### src/rtl/reg_file_p_pkg.sv
// Shared CPU register-file defaults.
// CPU_WIDTH : default bits per register at the CPU top
// CPU_NREG  : default number of architectural registers
package reg_file_p_pkg;

  localparam int unsigned CPU_WIDTH = 4;
  localparam int unsigned CPU_NREG  = 4;

endpackage

### src/rtl/reg_file_p_reg.sv
// One register word with load enable, asynchronous active-low clear and a
// sticky "written since reset" flag.
// Ports:
//   clk     - rising-edge clock
//   rst_n   - asynchronous active-low clear of word and flag
//   en      - load strobe
//   d       - load data
//   q       - stored word
//   written - set on the first load after reset
module reg_en_w
  import reg_file_p_pkg::*;
#(
  parameter int unsigned WIDTH = CPU_WIDTH
) (
  input  logic             clk,
  input  logic             rst_n,
  input  logic             en,
  input  logic [WIDTH-1:0] d,
  output logic [WIDTH-1:0] q,
  output logic             written
);

  always_ff @(posedge clk or negedge rst_n) begin
    if (!rst_n) begin
      q       <= '0;
      written <= 1'b0;
    end else if (en) begin
      q       <= d;
      written <= 1'b1;
    end
  end

endmodule

### src/rtl/reg_file_p.sv
// Parametrised CPU register file: DEPTH words of WIDTH bits, two
// combinational read ports and one synchronous write port, with optional
// write-to-read bypass and optional hardwired-zero R0.
// Ports:
//   clk, rst_n        - clock and asynchronous active-low clear
//   sel_a, sel_b      - read indices
//   write_en, sel_w   - write strobe and index
//   data_in           - write data
//   out_a, out_b      - read data (combinational)
//   valid_a, valid_b  - selected register written since reset
//   q_all             - all stored words, word i at [i*WIDTH +: WIDTH]
module reg_file_p
  import reg_file_p_pkg::*;
#(
  parameter int unsigned WIDTH   = CPU_WIDTH,
  parameter int unsigned DEPTH   = CPU_NREG,
  parameter bit          BYPASS  = 1'b1,
  parameter bit          ZERO_R0 = 1'b0,
  localparam int unsigned AW     = $clog2(DEPTH)
) (
  input  logic                   clk,
  input  logic                   rst_n,
  input  logic [AW-1:0]          sel_a,
  input  logic [AW-1:0]          sel_b,
  input  logic                   write_en,
  input  logic [AW-1:0]          sel_w,
  input  logic [WIDTH-1:0]       data_in,
  output logic [WIDTH-1:0]       out_a,
  output logic [WIDTH-1:0]       out_b,
  output logic                   valid_a,
  output logic                   valid_b,
  output logic [DEPTH*WIDTH-1:0] q_all
);

  // Packed so that word i lands at [i*WIDTH +: WIDTH] of q_all directly.
  logic [DEPTH-1:0][WIDTH-1:0] word;
  logic [DEPTH-1:0]            flag;
  logic [DEPTH-1:0]            we;
  logic                        wr_hit;

  for (genvar i = 0; i < DEPTH; i++) begin : g_reg
    if (ZERO_R0 && i == 0) begin : g_zero
      assign we[i]   = 1'b0;
      assign word[i] = '0;
      assign flag[i] = 1'b1;
    end else begin : g_store
      assign we[i] = write_en & (sel_w == AW'(i));
      reg_en_w #(.WIDTH(WIDTH)) u_reg (
        .clk     (clk),
        .rst_n   (rst_n),
        .en      (we[i]),
        .d       (data_in),
        .q       (word[i]),
        .written (flag[i])
      );
    end
  end

  // we[] is already empty for out-of-range and zero-R0 targets, so a set bit
  // means the write is legal and may be forwarded. Gating with rst_n keeps
  // read outputs cleared while reset is held.
  assign wr_hit = (|we) & rst_n;
  assign q_all  = word;

  always_comb begin
    out_a   = '0;
    out_b   = '0;
    valid_a = 1'b0;
    valid_b = 1'b0;
    // Loop-based mux: unmatched (out-of-range) selects fall through to 0.
    for (int unsigned i = 0; i < DEPTH; i++) begin
      if (sel_a == AW'(i)) begin
        out_a   = word[i];
        valid_a = flag[i];
      end
      if (sel_b == AW'(i)) begin
        out_b   = word[i];
        valid_b = flag[i];
      end
    end
    if (BYPASS && wr_hit && (sel_w == sel_a)) begin
      out_a   = data_in;
      valid_a = 1'b1;
    end
    if (BYPASS && wr_hit && (sel_w == sel_b)) begin
      out_b   = data_in;
      valid_b = 1'b1;
    end
  end

endmodule

### config.mk
export PLATFORM = sky130hd
export DESIGN_NAME = reg_file_p
export DESIGN_NICKNAME = d
export VERILOG_FILES = /design/src/rtl/reg_file_p_pkg.sv /design/src/rtl/reg_file_p_reg.sv /design/src/rtl/reg_file_p.sv
export SDC_FILE = /design/constraint.sdc
export NUM_CORES = 1
export LEC_CHECK = 0
export CAP_MARGIN = 20
export CORE_MARGIN = 2
export CORE_UTILIZATION = 45
export CTS_CLUSTER_SIZE = 25
export DETAILED_ROUTE_END_ITERATION = 6
export MAX_ROUTING_LAYER = met4
export PLACE_DENSITY = 0.89
export SLEW_MARGIN = 20
export SYNTH_ARGS = -nofsm -noshare
export SYNTH_HDL_FRONTEND = slang
export SYNTH_SLANG_ARGS = --single-unit
### constraint.sdc
create_clock -name clk -period 2.4 [get_ports clk]
set_clock_uncertainty 0.15 [all_clocks]
set_input_delay 0.6 -clock clk [delete_from_list [all_inputs] [get_ports clk]]
set_output_delay 0.6 -clock clk [all_outputs]
set_load 0.1 [all_outputs]
---- Yosys cells after proc, flatten, opt, wreduce, memory -nomap -nowiden ----
Index checks and enable logic that the tools add are counted.
cells by class
  multiplexer cells ....................... 20
  equal/unequal tests ..................... 11
  shift-type cells ........................ 0
  reduce and logical (&&, ||, !) cells .... 6
  multiply operators ...................... 0
  div/mod/pow operators ................... 0
  bitwise gates (word level) .............. 5
  magnitude comparators ................... 0
  add/sub/neg operators ................... 0
operators with widths
  kind                                                              count
  4-bit 2-to-1 mux                                                  10
  2-bit == test (second input constant)                             6
  1-bit 2-to-1 mux                                                  10
  2-bit by 1-bit == test with 1-bit output (second input constant)  3
  2-bit logical NOT                                                 3
  1-bit bitwise AND                                                 5
  2-bit == test                                                     2
  4-bit OR reduction                                                1
  1-bit logical AND                                                 2
storage, ports and cells
  bits in latches ......................... 0
  bits in registers ....................... 20
  memory bits (writable) .................. 0
  logic and storage cells ................. 50
  memories kept ........................... 0
  input port bits ......................... 13
  ROM bits ................................ 0
  output and inout bits ................... 26

---- Longest topological paths before layout ----
  depth after elaboration ................. 6
  mapped depth ............................ 4
  mapped depth without buffers ............ 3

---- By module ----
From an unflattened synthesis, not the netlist that was laid out.
unflattened totals
  cells, all modules ...................... 75
  area total of the unflattened synthesis .. 1168.6 um2
modules (own cells, without submodules)
  module      instances  area an instance (um2)  sequential area each (um2)  cells an instance
  reg_en_w    4          176.4                   125.1                       10
  reg_file_p  1          462.9                   0.0                         35

---- Worst setup path after synthesis ----
Ideal clock, no wire load.
  kind .................................... reg2out
  start point ............................. register g_reg[1].g_store.u_reg.q[0]
  end point ............................... output port out_a[0]
  path buffers ............................ 0
  cell stages (with the launch flop) ...... 3
  data arrival time ....................... 2.014 ns
  path slack .............................. -0.364 ns
  required time ........................... 1.650 ns
  cell sequence ........................... dfrtp_1 > mux4_1 > mux2_1
on the way
  word-level cells in the longest chain between the ends .. 4
RTL lines
  item                            line                  source
  start, declared                 reg_file_p_reg.sv:19  output logic [WIDTH-1:0] q,
  start signal, assigned          reg_file_p_reg.sv:25  q <= '0;
  start signal, assigned          reg_file_p_reg.sv:28  q <= d;
  4-bit 2-to-1 mux (3 in series)  reg_file_p.sv:72      if (sel_a == AW'(i)) begin
  4-bit 2-to-1 mux                reg_file_p.sv:81      if (BYPASS && wr_hit && (sel_w == sel_a)) begin
  end, declared                   reg_file_p.sv:28      output logic [WIDTH-1:0] out_a,
Every way passes these cells.

---- Worst setup path in the final report ----
  start point ............................. input port sel_a[0]
  end point ............................... output port out_a[3]
on the way
  word-level cells in the longest chain between the ends .. 6
  elaborated cells between the ends (all ways) .. 11
  those cells by class .................... 4 x eq/ne; 5 x mux; 2 x reduce/logical
RTL lines
  item                            line              source
  start, declared                 reg_file_p.sv:23  input logic [AW-1:0] sel_a,
  2-bit logical NOT               reg_file_p.sv:72
  4-bit 2-to-1 mux (4 in series)  reg_file_p.sv:72
  4-bit 2-to-1 mux (*)            reg_file_p.sv:81
Mark *: on every way between the ends. The rest lies on a longest branch, timed or not.

==> summary.md <==
| Metric | Value |
|---|---|
| Hpwl dp | around 2.2 mm |
| Maximum clock path buffer count | 2 |
| Critical path data arrival time | between 1.5 and 2 ns |
| CP Capture Type | output pin |
| Antenna Nets Post-Route | 0 |
| Period Utilization, post-route | 1.07 |
| ANT cells | 0 |
| Crit Path Max Fanout | 3 |
| CTS tree | done |
| Via/cell ratio | 5.61 |
| Total gr overflow | 0 |
| Switch share | 0.521 |
| Combinational Power Share | 0.638 |
| Clk_lat worst skew | approximately 0.32 ns |
| Chip height | 55.5 µm |
| Share of layout cells above drive strength 1 | 0.877 |
| Final Hold Vio Count | 0 |
| Synth Cell Area | approximately 1200 µm² |
| Average wire per standard cell | roughly 19 µm |
| Sequential share of the synthesized area | 0.420 |
| Nets | roughly 140 |
| TritonCTS buffer count | 3 |
| Largest cells by area after synthesis | dfrtp_1 (42%), mux4_1 (22%), mux2_2 (15%) |
| Worst rel slew slack | 0.780 |
| Final Critical Period | approximately 2.6 ns |
| Seq pwr share | 0.251 |
| Worst Hold Class | primary input to asynchronous set/reset pin |
| Synth area leader | dfrtp_1 |
| Die width | between 50 and 60 µm |
| Syn nets | 86 |
| Row cnt | 18 |
| Vias in the first global route | 966 |
| Synth Warn # | 0 |
| H-tree depth | 1 |
| Total track usage | 0.222 |
| Power per cell area | about 960 nW/µm² |
| Die area | between 3000 and 4000 µm² |
| Clock Sinks | 20 |
| Register bit count reported by yosys | 20 |
| Largest net degree at the start of global routing | 21 |
| First-pass GRT wire length | roughly 5 mm |
| Static leakage | a little under 0.8 nW |
| Cell variety after synth | 15 |
| Syn avg cell area | about 16 µm² |
| Post-Synthesis Cells | 73 |
| Setup_tns | -1.12 ns |
| Final WL | between 3 and 4 mm |
| I/O Buffers | 38 |
| I/O Pins | 39 |
| P_int | 0.000861 W |
| Final worst setup slack | -0.179 ns |
| Setup crit start kind | primary input |
| Post-CTS Hold Fix Bufs | 0 |
| CTS clk-pin slew, worst paths | approximately 0.11 ns |
| Area fraction of the dominant cell type after synthesis | 0.420 |
| Worst EP required | between 1.5 and 2 ns |
| RSZ-0062 raised after global routing | yes |
| Violated checks | setup timing |
| CTS root buffer | clkbuf_4 |
| Maximum clock rate | between 300 and 400 MHz |
| Max Slew Vio Count | 0 |
| TritonRoute pass-1 iters | 4 |
| Setup violators final | 10 |
| Max-cap violations | 0 |
| DR DRC count | 0 |
| Detailed Route Iter0 Violations | 18 |
| CORE AREA | 2500 µm² |
| Layout area overhead | 56.5% |
| End-of-flow core utilization | 0.746 |
| Starting density of the core | 0.476 |
| Psw | approximately 0.00094 W |
| Status | finished, violations left |
| Max VDD drop | around 0.75 mV |
| Slew at the pin closest to its max-slew limit | around 0.33 ns |
| Via count | approximately 900 |
| Gpl congestion | between 0.7 and 0.8 |
| Clock power frac | 0.111 |
| Initial antenna violation count | 0 |
| Crit path kind | primary input to output pin |
[flip-flops by register name, summed over array words and instances, names as in the netlist]
name / cells
g.g_store.u_reg.written: 4
g.g_store.u_reg.q: 16
[power groups by stage]
| stage | combinational (W) | sequential [W] | clock [W] |
|---|---|---|---|
| floorplan | 0.000414 | 0.000821 | 0 |
| global placement | 0.00110 | 0.000448 | 0 |
| detailed placement | 0.00112 | 0.000453 | 0 |
| CTS | 0.00115 | 0.000451 | 0.000207 |
| global route | 0.00117 | 0.000461 | 0.000216 |
| finish | 0.00115 | 0.000451 | 0.000200 |
[area by class of cell]
cell class	instances	area, µm²
Sequential cell	20	520
Multi-Input combinational cell	51	691
Timing Repair Buffer	55	579
Clock buffer	4	36.3
Tap cell	30	37.5
Fill cell	155	636
[worst max-delay path, stage by stage]
cell,delay (ns)
buf_6,0.10
buf_6,0.12
xor2_2,0.15
nor3_4,0.21
buf_6,0.15
mux2_4,0.32
buf_12,0.17
[synth_stat cells, drive strengths merged]
cell	instances
nand2	1
dfrtp	20
or2	3
nor3b	1
xor2	4
nand3b	2
buf	2
nand3	1
mux4	10
nand2b	3
mux2	24
nor3	2
[stage by stage]
stage	power [W]	setup slack, ns	hold slack, ns	area, µm²	cells
5_1_grt	0.00185	-0.214	0.144	1860	160
3_3_place_gp	0.00155	-0.610	0.306	1790	154
2_1_floorplan	0.00123	-0.0691	0.154	1220	73
3_5_place_dp	0.00157	-0.660	0.318	1790	154
6_report	0.00180	-0.179	0.134	1860	160
4_1_cts	0.00181	-0.210	0.253	1870	160
[worst paths after layout]
check	start	to	slack, ns	cells after the start
max	sel_a[0]	out_a[3]	-0.18	7
min in group clk	g_reg[0].g_store.u_reg.written$_DFFE_PN0N_	g_reg[0].g_store.u_reg.written$_DFFE_PN0N_	0.36	1
max reg2reg	g_reg[1].g_store.u_reg.q[3]$_DFFE_PN0P_	g_reg[1].g_store.u_reg.q[3]$_DFFE_PN0P_	1.43	1
min reg2reg	g_reg[0].g_store.u_reg.written$_DFFE_PN0N_	g_reg[0].g_store.u_reg.written$_DFFE_PN0N_	0.36	1
min	rst_n	g_reg[0].g_store.u_reg.q[1]$_DFFE_PN0N_	0.13	2
max in group asynchronous	rst_n	g_reg[3].g_store.u_reg.q[0]$_DFFE_PN0P_	1.74	2
[logic make-up after synthesis]
logic type             Yosys count  synth area share
XOR/XNOR                         4            0.0294
AND/OR/NAND/NOR                 13            0.0840
flip-flops                      20             0.420
buffers and inverters            2            0.0189
multiplexers                    34             0.447
[per-layer routing]
metal	wire, µm	global-route usage	vias to the layer above
met5	0	-	-
met4	36	0.0732	0
met3	117	0.0375	4
met2	1680	0.383	32
met1	1230	0.265	467
li1	-	-	395
[cells in the final DEF, fill, tap and decap left out, drive strengths merged]
master | netlist | layout
nand3b | 2 | 2
nand3 | 1 | 1
nand2b | 3 | 3
mux2 | 24 | 24
clkdlybuf4s15 | 0 | 1
or2 | 3 | 3
clkdlybuf4s50 | 0 | 4
nor3 | 2 | 2
mux4 | 10 | 10
nand2 | 1 | 1
buf | 2 | 48
clkbuf | 0 | 6
xor2 | 4 | 4
dfrtp | 20 | 20
nor3b | 1 | 1
[repair_timing]
action                     in CTS  in global routing
setup buffers                   2                  1
pin swaps                       3                  5
resized for setup              51                 11
cloned                          0                  0
setup endpoints to repair      10                 10
No activity file was read; power rests on OpenSTA's default activity.
